`src/rtl/crop_pkg.sv`:
```
// crop_pkg
//   Shared types and constants for the crop_window_stream block.
//   - crop_state_e : control FSM states
//   - cfg field offsets/widths for the packed {H, Y1, W, X1} config word
//   - crop_box_t   : latched crop box; fields are wide enough for any
//                    supported coordinate width so that bounds math can be
//                    done one bit wider without wrap.
package crop_pkg;

  typedef enum logic [1:0] {
    WAIT_CFG = 2'd0,
    WAIT_SOF = 2'd1,
    STREAM   = 2'd2
  } crop_state_e;

  // Box fields are stored zero-extended to this width.
  localparam int BOX_FIELD_W = 16;

  // Config word layout, X1 in the LSBs: {H, Y1, W, X1}.
  localparam int CFG_OFF_X1 = 0;

  function automatic int cfg_off_w(input int col_w);
    return col_w;
  endfunction

  function automatic int cfg_off_y1(input int col_w);
    return 2 * col_w;
  endfunction

  function automatic int cfg_off_h(input int row_w, input int col_w);
    return 2 * col_w + row_w;
  endfunction

  function automatic int cfg_width(input int row_w, input int col_w);
    return 2 * row_w + 2 * col_w;
  endfunction

  typedef struct packed {
    logic [BOX_FIELD_W-1:0] x1;
    logic [BOX_FIELD_W-1:0] y1;
    logic [BOX_FIELD_W-1:0] w;
    logic [BOX_FIELD_W-1:0] h;
  } crop_box_t;

endpackage

```
`src/rtl/axis_out_reg.sv`:
```
// axis_out_reg
//   One-entry registered AXI-Stream slice. The payload is an opaque vector
//   (the top packs data+user+last into it). A new beat may be loaded while
//   the held beat is being consumed, giving full throughput.
// Ports:
//   clk, reset            clock, synchronous active-high reset
//   in_data/in_valid      beat to load
//   in_ready              slice can accept (empty, or draining this cycle)
//   out_data/out_valid    registered output beat
//   out_ready             downstream accept
module axis_out_reg #(
  parameter int WIDTH = 8
) (
  input  logic             clk,
  input  logic             reset,
  input  logic [WIDTH-1:0] in_data,
  input  logic             in_valid,
  output logic             in_ready,
  output logic [WIDTH-1:0] out_data,
  output logic             out_valid,
  input  logic             out_ready
);

  logic [WIDTH-1:0] data_reg;
  logic             valid_reg;

  assign in_ready  = ~valid_reg | out_ready;
  assign out_data  = data_reg;
  assign out_valid = valid_reg;

  always_ff @(posedge clk) begin
    if (reset) begin
      data_reg  <= '0;
      valid_reg <= 1'b0;
    end else if (in_valid && in_ready) begin
      data_reg  <= in_data;
      valid_reg <= 1'b1;
    end else if (out_ready) begin
      valid_reg <= 1'b0;
    end
  end

endmodule

```
`src/rtl/crop_window_stream.sv`:
```
// crop_window_stream
//   Runtime-configurable AXI-Stream crop stage. A crop box {H, Y1, W, X1}
//   is loaded per frame from the config stream; the frame starts on the
//   input TUSER beat; pixels inside the box are forwarded through a
//   registered output slice, with TUSER on the first cropped pixel and
//   TLAST on the last cropped pixel of each row.
// Ports:
//   clk, reset                          clock, synchronous active-high reset
//   pixel_in_TDATA/TVALID/TREADY/TUSER  input pixel stream (TUSER = SOF)
//   cfg_TDATA/TVALID/TREADY             crop box config stream
//   pixel_out_TDATA/TVALID/TREADY       cropped output stream
//   pixel_out_TUSER/TLAST               first cropped pixel / row end
//   frame_done                          pulse after the last input pixel
//   err_cfg                             sticky, rejected config
//   err_sof                             sticky, SOF seen mid-frame
module crop_window_stream
  import crop_pkg::*;
#(
  parameter int PIXEL_BIT_WIDTH  = 12,
  parameter int NUM_CH           = 1,
  parameter int IN_ROWS          = 40,
  parameter int IN_COLS          = 40,
  parameter int IMG_ROW_BITWIDTH = 10,
  parameter int IMG_COL_BITWIDTH = 10
) (
  input  logic                                  clk,
  input  logic                                  reset,
  input  logic [NUM_CH*PIXEL_BIT_WIDTH-1:0]     pixel_in_TDATA,
  input  logic                                  pixel_in_TVALID,
  output logic                                  pixel_in_TREADY,
  input  logic                                  pixel_in_TUSER,
  input  logic [2*IMG_ROW_BITWIDTH+2*IMG_COL_BITWIDTH-1:0] cfg_TDATA,
  input  logic                                  cfg_TVALID,
  output logic                                  cfg_TREADY,
  output logic [NUM_CH*PIXEL_BIT_WIDTH-1:0]     pixel_out_TDATA,
  output logic                                  pixel_out_TVALID,
  input  logic                                  pixel_out_TREADY,
  output logic                                  pixel_out_TUSER,
  output logic                                  pixel_out_TLAST,
  output logic                                  frame_done,
  output logic                                  err_cfg,
  output logic                                  err_sof
);

  localparam int DATA_W = NUM_CH * PIXEL_BIT_WIDTH;
  localparam int OFF_W  = cfg_off_w(IMG_COL_BITWIDTH);
  localparam int OFF_Y1 = cfg_off_y1(IMG_COL_BITWIDTH);
  localparam int OFF_H  = cfg_off_h(IMG_ROW_BITWIDTH, IMG_COL_BITWIDTH);
  // Bounds math is done one bit wider than the box fields: no wrap.
  localparam int BW     = BOX_FIELD_W + 1;

  crop_state_e                 state_reg;
  crop_box_t                   box_reg;
  logic [IMG_COL_BITWIDTH-1:0] x_reg;
  logic [IMG_ROW_BITWIDTH-1:0] y_reg;
  logic                        frame_done_reg;
  logic                        err_cfg_reg;
  logic                        err_sof_reg;

  // ---------------- config decode and validation ----------------
  crop_box_t cfg_box;
  logic [BW-1:0] cfg_x_end, cfg_y_end;
  logic cfg_ok, cfg_fire;

  always_comb begin
    cfg_box.x1 = BOX_FIELD_W'(cfg_TDATA[CFG_OFF_X1 +: IMG_COL_BITWIDTH]);
    cfg_box.w  = BOX_FIELD_W'(cfg_TDATA[OFF_W      +: IMG_COL_BITWIDTH]);
    cfg_box.y1 = BOX_FIELD_W'(cfg_TDATA[OFF_Y1     +: IMG_ROW_BITWIDTH]);
    cfg_box.h  = BOX_FIELD_W'(cfg_TDATA[OFF_H      +: IMG_ROW_BITWIDTH]);
    cfg_x_end  = BW'(cfg_box.x1) + BW'(cfg_box.w);
    cfg_y_end  = BW'(cfg_box.y1) + BW'(cfg_box.h);
    cfg_ok     = (cfg_box.w != '0) && (cfg_box.h != '0) &&
                 (cfg_x_end <= BW'(IN_COLS)) && (cfg_y_end <= BW'(IN_ROWS));
  end

  assign cfg_TREADY = !reset && (state_reg == WAIT_CFG);
  assign cfg_fire   = cfg_TVALID && cfg_TREADY;

  // ---------------- pixel acceptance and crop test ----------------
  logic slice_in_ready;
  logic in_fire, frame_beat, sof_mid, load;
  logic [IMG_COL_BITWIDTH-1:0] cur_x;
  logic [IMG_ROW_BITWIDTH-1:0] cur_y;
  logic [BW-1:0] cx, cy, x_lo, x_hi, y_lo, y_hi;
  logic in_box, out_user, out_last, end_col, end_frame;

  // The output slice ready also gates WAIT_SOF: a stalled last pixel of
  // the previous frame can still be held there, and the SOF beat may need
  // to load the slice.
  assign pixel_in_TREADY = !reset && (state_reg != WAIT_CFG) && slice_in_ready;
  assign in_fire         = pixel_in_TVALID && pixel_in_TREADY;

  always_comb begin
    // Any SOF beat is pixel (0,0), whether it starts or restarts a frame.
    cur_x      = pixel_in_TUSER ? '0 : x_reg;
    cur_y      = pixel_in_TUSER ? '0 : y_reg;
    // In WAIT_SOF only the SOF beat belongs to the frame; the rest drop.
    frame_beat = in_fire && (pixel_in_TUSER || (state_reg == STREAM));
    sof_mid    = in_fire && (state_reg == STREAM) && pixel_in_TUSER &&
                 ((x_reg != '0) || (y_reg != '0));
    cx         = BW'(cur_x);
    cy         = BW'(cur_y);
    x_lo       = BW'(box_reg.x1);
    y_lo       = BW'(box_reg.y1);
    x_hi       = x_lo + BW'(box_reg.w);
    y_hi       = y_lo + BW'(box_reg.h);
    in_box     = (cx >= x_lo) && (cx < x_hi) && (cy >= y_lo) && (cy < y_hi);
    out_user   = (cx == x_lo) && (cy == y_lo);
    out_last   = (cx == x_hi - BW'(1));
    load       = frame_beat && in_box;
    end_col    = (cur_x == IMG_COL_BITWIDTH'(IN_COLS - 1));
    end_frame  = end_col && (cur_y == IMG_ROW_BITWIDTH'(IN_ROWS - 1));
  end

  // ---------------- control FSM and coordinate counters ----------------
  always_ff @(posedge clk) begin
    if (reset) begin
      state_reg      <= WAIT_CFG;
      box_reg        <= '0;
      x_reg          <= '0;
      y_reg          <= '0;
      frame_done_reg <= 1'b0;
      err_cfg_reg    <= 1'b0;
      err_sof_reg    <= 1'b0;
    end else begin
      frame_done_reg <= frame_beat && end_frame;
      case (state_reg)
        WAIT_CFG: begin
          if (cfg_fire) begin
            if (cfg_ok) begin
              box_reg     <= cfg_box;
              err_cfg_reg <= 1'b0;
              err_sof_reg <= 1'b0;
              x_reg       <= '0;
              y_reg       <= '0;
              state_reg   <= WAIT_SOF;
            end else begin
              err_cfg_reg <= 1'b1;
            end
          end
        end
        WAIT_SOF, STREAM: begin
          if (frame_beat) begin
            if (sof_mid) err_sof_reg <= 1'b1;
            if (end_col) begin
              x_reg <= '0;
              y_reg <= end_frame ? '0 : cur_y + 1'b1;
            end else begin
              x_reg <= cur_x + 1'b1;
              y_reg <= cur_y;
            end
            state_reg <= end_frame ? WAIT_CFG : STREAM;
          end
        end
        default: state_reg <= WAIT_CFG;
      endcase
    end
  end

  assign frame_done = frame_done_reg;
  assign err_cfg    = err_cfg_reg;
  assign err_sof    = err_sof_reg;

  // ---------------- registered output slice ----------------
  logic [DATA_W+1:0] slice_out;

  axis_out_reg #(
    .WIDTH(DATA_W + 2)
  ) u_out (
    .clk      (clk),
    .reset    (reset),
    .in_data  ({pixel_in_TDATA, out_user, out_last}),
    .in_valid (load),
    .in_ready (slice_in_ready),
    .out_data (slice_out),
    .out_valid(pixel_out_TVALID),
    .out_ready(pixel_out_TREADY)
  );

  assign {pixel_out_TDATA, pixel_out_TUSER, pixel_out_TLAST} = slice_out;

endmodule
```
`config.mk`:
```
export PLATFORM = sky130hd
export DESIGN_NAME = crop_window_stream
export DESIGN_NICKNAME = d
export VERILOG_FILES = /design/src/rtl/crop_pkg.sv /design/src/rtl/axis_out_reg.sv /design/src/rtl/crop_window_stream.sv
export SDC_FILE = /design/constraint.sdc
export NUM_CORES = 1
export LEC_CHECK = 0
export ABC_AREA = 1
export CORE_MARGIN = 4
export CORE_UTILIZATION = 35
export CTS_CLUSTER_DIAMETER = 120
export DETAILED_ROUTE_END_ITERATION = 7
export PLACE_DENSITY = 0.65
export SKIP_CTS_REPAIR_TIMING = 1
export SYNTH_ARGS = -nofsm -noshare
export SYNTH_HDL_FRONTEND = slang
export SYNTH_HIERARCHICAL = 1
export SYNTH_SLANG_ARGS = --single-unit
```
`constraint.sdc`:
```
create_clock -name clk -period 3.2 [get_ports clk]
set_input_delay 0.8 -clock clk [delete_from_list [all_inputs] [get_ports clk]]
set_output_delay 0.8 -clock clk [all_outputs]
set_load 0.01 [all_outputs]
```
Word-level counts from Yosys, hierarchy flattened:

Index checks and enable logic that the tools add are counted.

* register bits after elaboration: 80
* word-level logic and storage cells: 99
* output and inout bits: 20
* input bits: 58

* $add $sub $neg: 7
* reduce and logical (&&, ||, !) cells: 37
* order comparisons: 6
* eq/ne operators: 11
* muxes and demuxes: 24
* bitwise logic cells: 2

Operators by type and width (count)
* 2-to-1 mux 10 bit: 9
* adder 10 x 10 -> 11 bit: 4
* one-hot mux 10 bit (2 select lines): 2
* nonzero test 10 bit: 4
* <= comparator 11 x 6 -> 1 bit, second input constant: 2
* < comparator 10 x 11 -> 1 bit: 2
* adder 10 x 1 -> 10 bit, second input constant: 2
* equality test 10 bit: 2
* equality test 10 x 6 -> 1 bit, second input constant: 2
* >= comparator 10 bit: 2
* logical AND 1 bit: 20
* equality test 10 x 17 -> 1 bit: 1
* subtractor 11 x 1 -> 12 bit, second input constant: 1
* 2-to-1 mux 2 bit: 4
* != test 2 bit, second input constant: 4
* 2-to-1 mux 1 bit: 7
* AND reduction 3 bit: 2
* nonzero test 2 bit: 3
* AND reduction 5 bit: 1
* one-hot mux 2 bit (2 select lines): 1
* AND reduction 4 bit: 1
* equality test 2 x 1 -> 1 bit, second input constant: 1
* equality test 2 bit, second input constant: 1
* zero test 2 bit: 1
* other kinds (7): 8

Longest topological paths before layout:

* depth in word-level cells: 10
* depth in mapped cells: 22
* gate-level depth less buffers: 22

Cells and area by module:

Netlist, hierarchy kept.

By module, submodules not included
* crop_window_stream: area each 6433.7 um^2, times used 1, cells an instance 1041
* axis_out_reg: area each 673.1 um^2, times used 1, cells an instance 97

Worst setup path after synthesis:

Ideal clock, no wire load.

* path kind: in2reg
* start point: input pixel_in_TUSER
* end point: register u_out.data_reg[4], in the netlist u_out/out_data[4]
* required time: 3.085 ns
* setup slack: 0.070 ns
* stages on the path: 19
* setup time: 0.115 ns
* arrival: 3.015 ns
* cells stage by stage: buf_2 -> buf_1 -> nor2_1 -> ha_1 -> nand2_1 -> nor2_1 -> nand4_1 -> nand3b_1 -> o2111ai_1 -> nand2_1 -> inv_1 -> nand3_1 -> inv_1 -> nand2_1 -> a21oi_1 -> buf_2 -> nand3_1 -> nand2_1 -> nor2_1

* word-level cells in the longest chain between the ends: 7
* elaborated cells on any way between the ends: 13
* classes of those cells: order compare (4); mux (2); reduce/logical (7)

Ends and longest elaborated chain
* from (decl): line crop_window_stream.sv:31 `input logic pixel_in_TUSER,`
* 2-to-1 mux 10 bit: line crop_window_stream.sv:95 `cur_x = pixel_in_TUSER ? '0 : x_reg;`
* < comparator 10 x 11 -> 1 bit or >= comparator 10 bit (tied branches): line crop_window_stream.sv:107 `in_box = (cx >= x_lo) && (cx < x_hi) && (cy >= y_lo) && (cy < y_hi);`
* logical AND 1 bit (3 in a row): line crop_window_stream.sv:107
* logical AND 1 bit *: line crop_window_stream.sv:110 `load = frame_beat && in_box;`
* via load: line crop_window_stream.sv:81 `logic in_fire, frame_beat, sof_mid, load;`
* logical AND 1 bit *: line axis_out_reg.sv:35 `end else if (in_valid && in_ready) begin`
* to (signal assigned): line axis_out_reg.sv:36 `data_reg <= in_data;`
* to (decl): line axis_out_reg.sv:24 `logic [WIDTH-1:0] data_reg;`

Mark *: on every way through the listed nets, which the timed path passes. The rest lies on a longest branch.
A chain may end at the register's enable or synchronous reset.

Final worst setup path:

* start point: register box_reg[0] in the netlist's numbering
* end point: register u_out.data_reg[8], in the netlist u_out/out_data[8]

* word-level cells in the longest chain between the ends: 5

Ends and longest elaborated chain
* from (decl): line crop_window_stream.sv:53 `crop_box_t box_reg;`
* from (signal assigned): line crop_window_stream.sv:131 `box_reg <= cfg_box;`
* adder 10 x 10 -> 11 bit: line crop_window_stream.sv:106 `y_hi = y_lo + BW'(box_reg.h);`
* < comparator 10 x 11 -> 1 bit: line crop_window_stream.sv:107
* logical AND 1 bit: line crop_window_stream.sv:107
* logical AND 1 bit: line crop_window_stream.sv:110
* via load: line crop_window_stream.sv:81
* logical AND 1 bit: line axis_out_reg.sv:35

The timed path passes the listed nets, and every way through them passes these cells.

==> results.json <==
{
  "num_vias": 7419,
  "syn_inst": 1138,
  "synth-seq-cells": 80,
  "netlist.top_cell.by_area": "dfxtp_1",
  "dieWidth_um": 150,
  "first_pass_iters": 4,
  "overflow": 0,
  "hold-path-endpoint": "u_out/out_data[4]",
  "crit_type": "reg -> reg",
  "total_power_mw": 2.48,
  "worst-path-max-fanout": 7,
  "core_area_um2": 19700,
  "rows": 51,
  "synth-edff-count": 0,
  "utilization_pct": 48.7,
  "io_pins": 78,
  "yosys_warnings": 6,
  "vdd_drop_max_uv": 211,
  "ant_nets": 0,
  "ys_seq_area_share_pct": 22.5,
  "tightest_slew_ns": 0.625,
  "ys.flop_type": "dfxtp_1",
  "rrSetupSlack_ns": -0.16,
  "largest_reg_flops": 40,
  "skew_ns": 0.00416,
  "pre_cts_ws_ns": -0.385,
  "setup_violations": 15,
  "area_growth_pct": 35.1,
  "max_freq_ghz": 0.298,
  "fin_cells": 1586,
  "fin_ws_ns": -0.161,
  "track_usage_pct": 16.1,
  "dpl.hpwl_um": 14600,
  "most-common-layout-cells": "nand2_1 (260), nor2_1 (205), inv_1 (157)",
  "timing.rr.end": "u_out/out_data[8]",
  "grt_max_degree": 64,
  "timing.rr.start": "box_reg[0]",
  "cp_cell_sequence": "ha_4 -> fa_2 -> nand3_2 -> nand2_2 -> a21oi_2 -> o21ai_2 -> xnor2_1 -> ha_1 -> nand2_1 -> nor2_1 -> a211oi_2 -> o21ai_1 -> nand3_1 -> a21boi_1 -> o21ai_1 -> nand2_1 -> a21oi_4 -> clkbuf_16 -> nand3_1 -> nand2_1 -> nor2_1",
  "finalNetCount": 1460,
  "final_cell_area_um2": 9600,
  "port_buffers": 77,
  "startpoint_type": "register",
  "power.density_nw_per_um2": 259,
  "dp_cells": 1565,
  "synthArstFlopShare_pct": 0,
  "path_common_cell": "nand2_1",
  "htreeDepth": 3,
  "drt-vias-per-instance": 4.68,
  "synth_area_leaders": "dfxtp_1 (23%), ha_1 (14%), nand2_1 (14%)",
  "gp_congestion": 0.887,
  "synth_area_um2": 7110,
  "initialDrtViolationCount": 312,
  "hp-class": "reg -> reg",
  "critical_path_required_ns": 3.44,
  "clock_latency_ns": 0.34,
  "die_h_um": 150,
  "clock-root-buffer": "clkbuf_16",
  "tns_ns": -1.86,
  "drv_cap": 0,
  "hp-start": "u_out/out_data[4]",
  "clk_pin_slew_ns": 0.06,
  "avgSynthCellArea_um2": 6.25,
  "crit_buf_inv": 1,
  "cts_tree": "done",
  "holdWs_ns": 0.476,
  "initial_core_util_pct": 36.0,
  "final_common_cell": "nand2_1",
  "slew_headroom_pct": 58.3,
  "placed_area_um2": 8960,
  "min_path_cells": 2,
  "wl_per_cell_um": 11.9,
  "status": "finished, violations left",
  "cp_slowest_cell": "fa_2",
  "max_stage_delay_ns": 0.36,
  "end_kind": "register",
  "fin_crit_sh_pct": 105,
  "crit_family": "compound AO/OA/AOI/OAI gates",
  "reg2reg_depth": 21,
  "drt-total-wl_um": 18900,
  "grt_pass1_wl_um": 30400,
  "ys_types": 45,
  "synth_top_cell_area_share_pct": 22.5,
  "die_area_um2": 22600,
  "antennaDiodeCount": 0,
  "p_leak_nw": 4.64,
  "report.final.slew_viol_count": 0,
  "violations": "setup timing",
  "synth_fp_nets": 1281,
  "numCtsBuffers": 9,
  "layout-drive-gt1-share_pct": 14.5,
  "drc": 0,
  "cts.sinks": 80,
  "period_minus_slack_ns": 3.36,
  "worst_ep_arrival_time_ns": 3.60,
  "hold_viol": 0,
  "grt_pass1_vias": 6841,
  "clockBufferDepth": 2,
  "rsz0062_at_grt": "yes",
  "antenna_found_initial": 0
}
how the worst max path moves through the flow:
stage          cells past startpoint      startpoint                 end
3_5_place_dp                      19  pixel_in_TUSER  u_out/out_data[11]
2_1_floorplan                     19  pixel_in_TUSER   u_out/out_data[4]
6_report                          21      box_reg[0]   u_out/out_data[8]
4_1_cts                           21      box_reg[0]  u_out/out_data[11]
5_1_grt                           21      box_reg[0]   u_out/out_data[8]
3_3_place_gp                      18    cfg_TDATA[0]         box_reg[17]
synthesized netlist by cell type, types with 2 or more instances:
library cell,number
fa_1,4
a21oi_2,2
buf_1,2
buf_2,12
nand4_1,27
nand3_1,67
nand3b_1,7
a21o_1,3
inv_1,157
nor3_1,9
nand2_2,4
or2_2,2
buf_4,3
o21ai_0,16
o21ai_1,40
o211ai_1,5
nor4_1,5
nor2_1,207
inv_2,8
nor3_2,2
a21boi_0,3
a21oi_1,63
dfxtp_1,80
a211oi_1,3
ha_1,81
nand2_1,262
clkbuf_1,5
xor2_1,20
clkbuf_2,3
o21bai_1,7
xnor2_1,12
buf_6,4
cells by family (layout without fill, tap and decap cells):
logic type | Yosys count | count (layout) | synth area share, %
AND/OR/NAND/NOR | 600 | 600 | 35.7
buffers and inverters | 195 | 378 | 11.1
AO/OA/AOI/OAI | 146 | 146 | 11.3
adder cells (fa/ha/maj) | 85 | 85 | 15.4
flip-flops | 80 | 80 | 22.5
XOR/XNOR | 32 | 32 | 3.94
layout make-up:
| cell class | count | area (um^2) |
|---|---|---|
| well taps | 265 | 332 |
| fillers | 1950 | 10100 |
| clock buffers | 10 | 229 |
| repair buffers | 197 | 1840 |
| inverters | 166 | 623 |
| clock inverters | 5 | 58.8 |
| multi-input cells | 863 | 4920 |
| flip-flops and latches | 80 | 1610 |
routing by layer:
layer  track usage (%)  vias to the layer above  routed length (um)
li1                  -                     4022                   -
met1              22.6                     3234                9500
met2              25.9                      144                8230
met3              2.68                       19                 899
met4              3.48                        0                 244
met5                 0                        -                   0
worst register-to-register path, cell delays in order (launching register included):
cell	delay, ns
dfxtp_2	0.34
ha_4	0.17
fa_2	0.36
nand3_2	0.07
nand2_2	0.07
a21oi_2	0.15
o21ai_2	0.07
xnor2_1	0.24
ha_1	0.31
nand2_1	0.08
nor2_1	0.05
a211oi_2	0.19
o21ai_1	0.10
nand3_1	0.07
a21boi_1	0.06
o21ai_1	0.13
nand2_1	0.12
a21oi_4	0.27
clkbuf_16	0.21
nand3_1	0.08
nand2_1	0.08
nor2_1	0.04
power breakdown:
part / total (mW) / internal (mW) / switching, mW
clock: 1.03 / 0.601 / 0.431
sequential: 0.999 / 0.997 / 0.00154
combinational: 0.455 / 0.231 / 0.223
total: 2.48 / 1.83 / 0.655
Note: power is estimated with default switching activity, not from simulation.
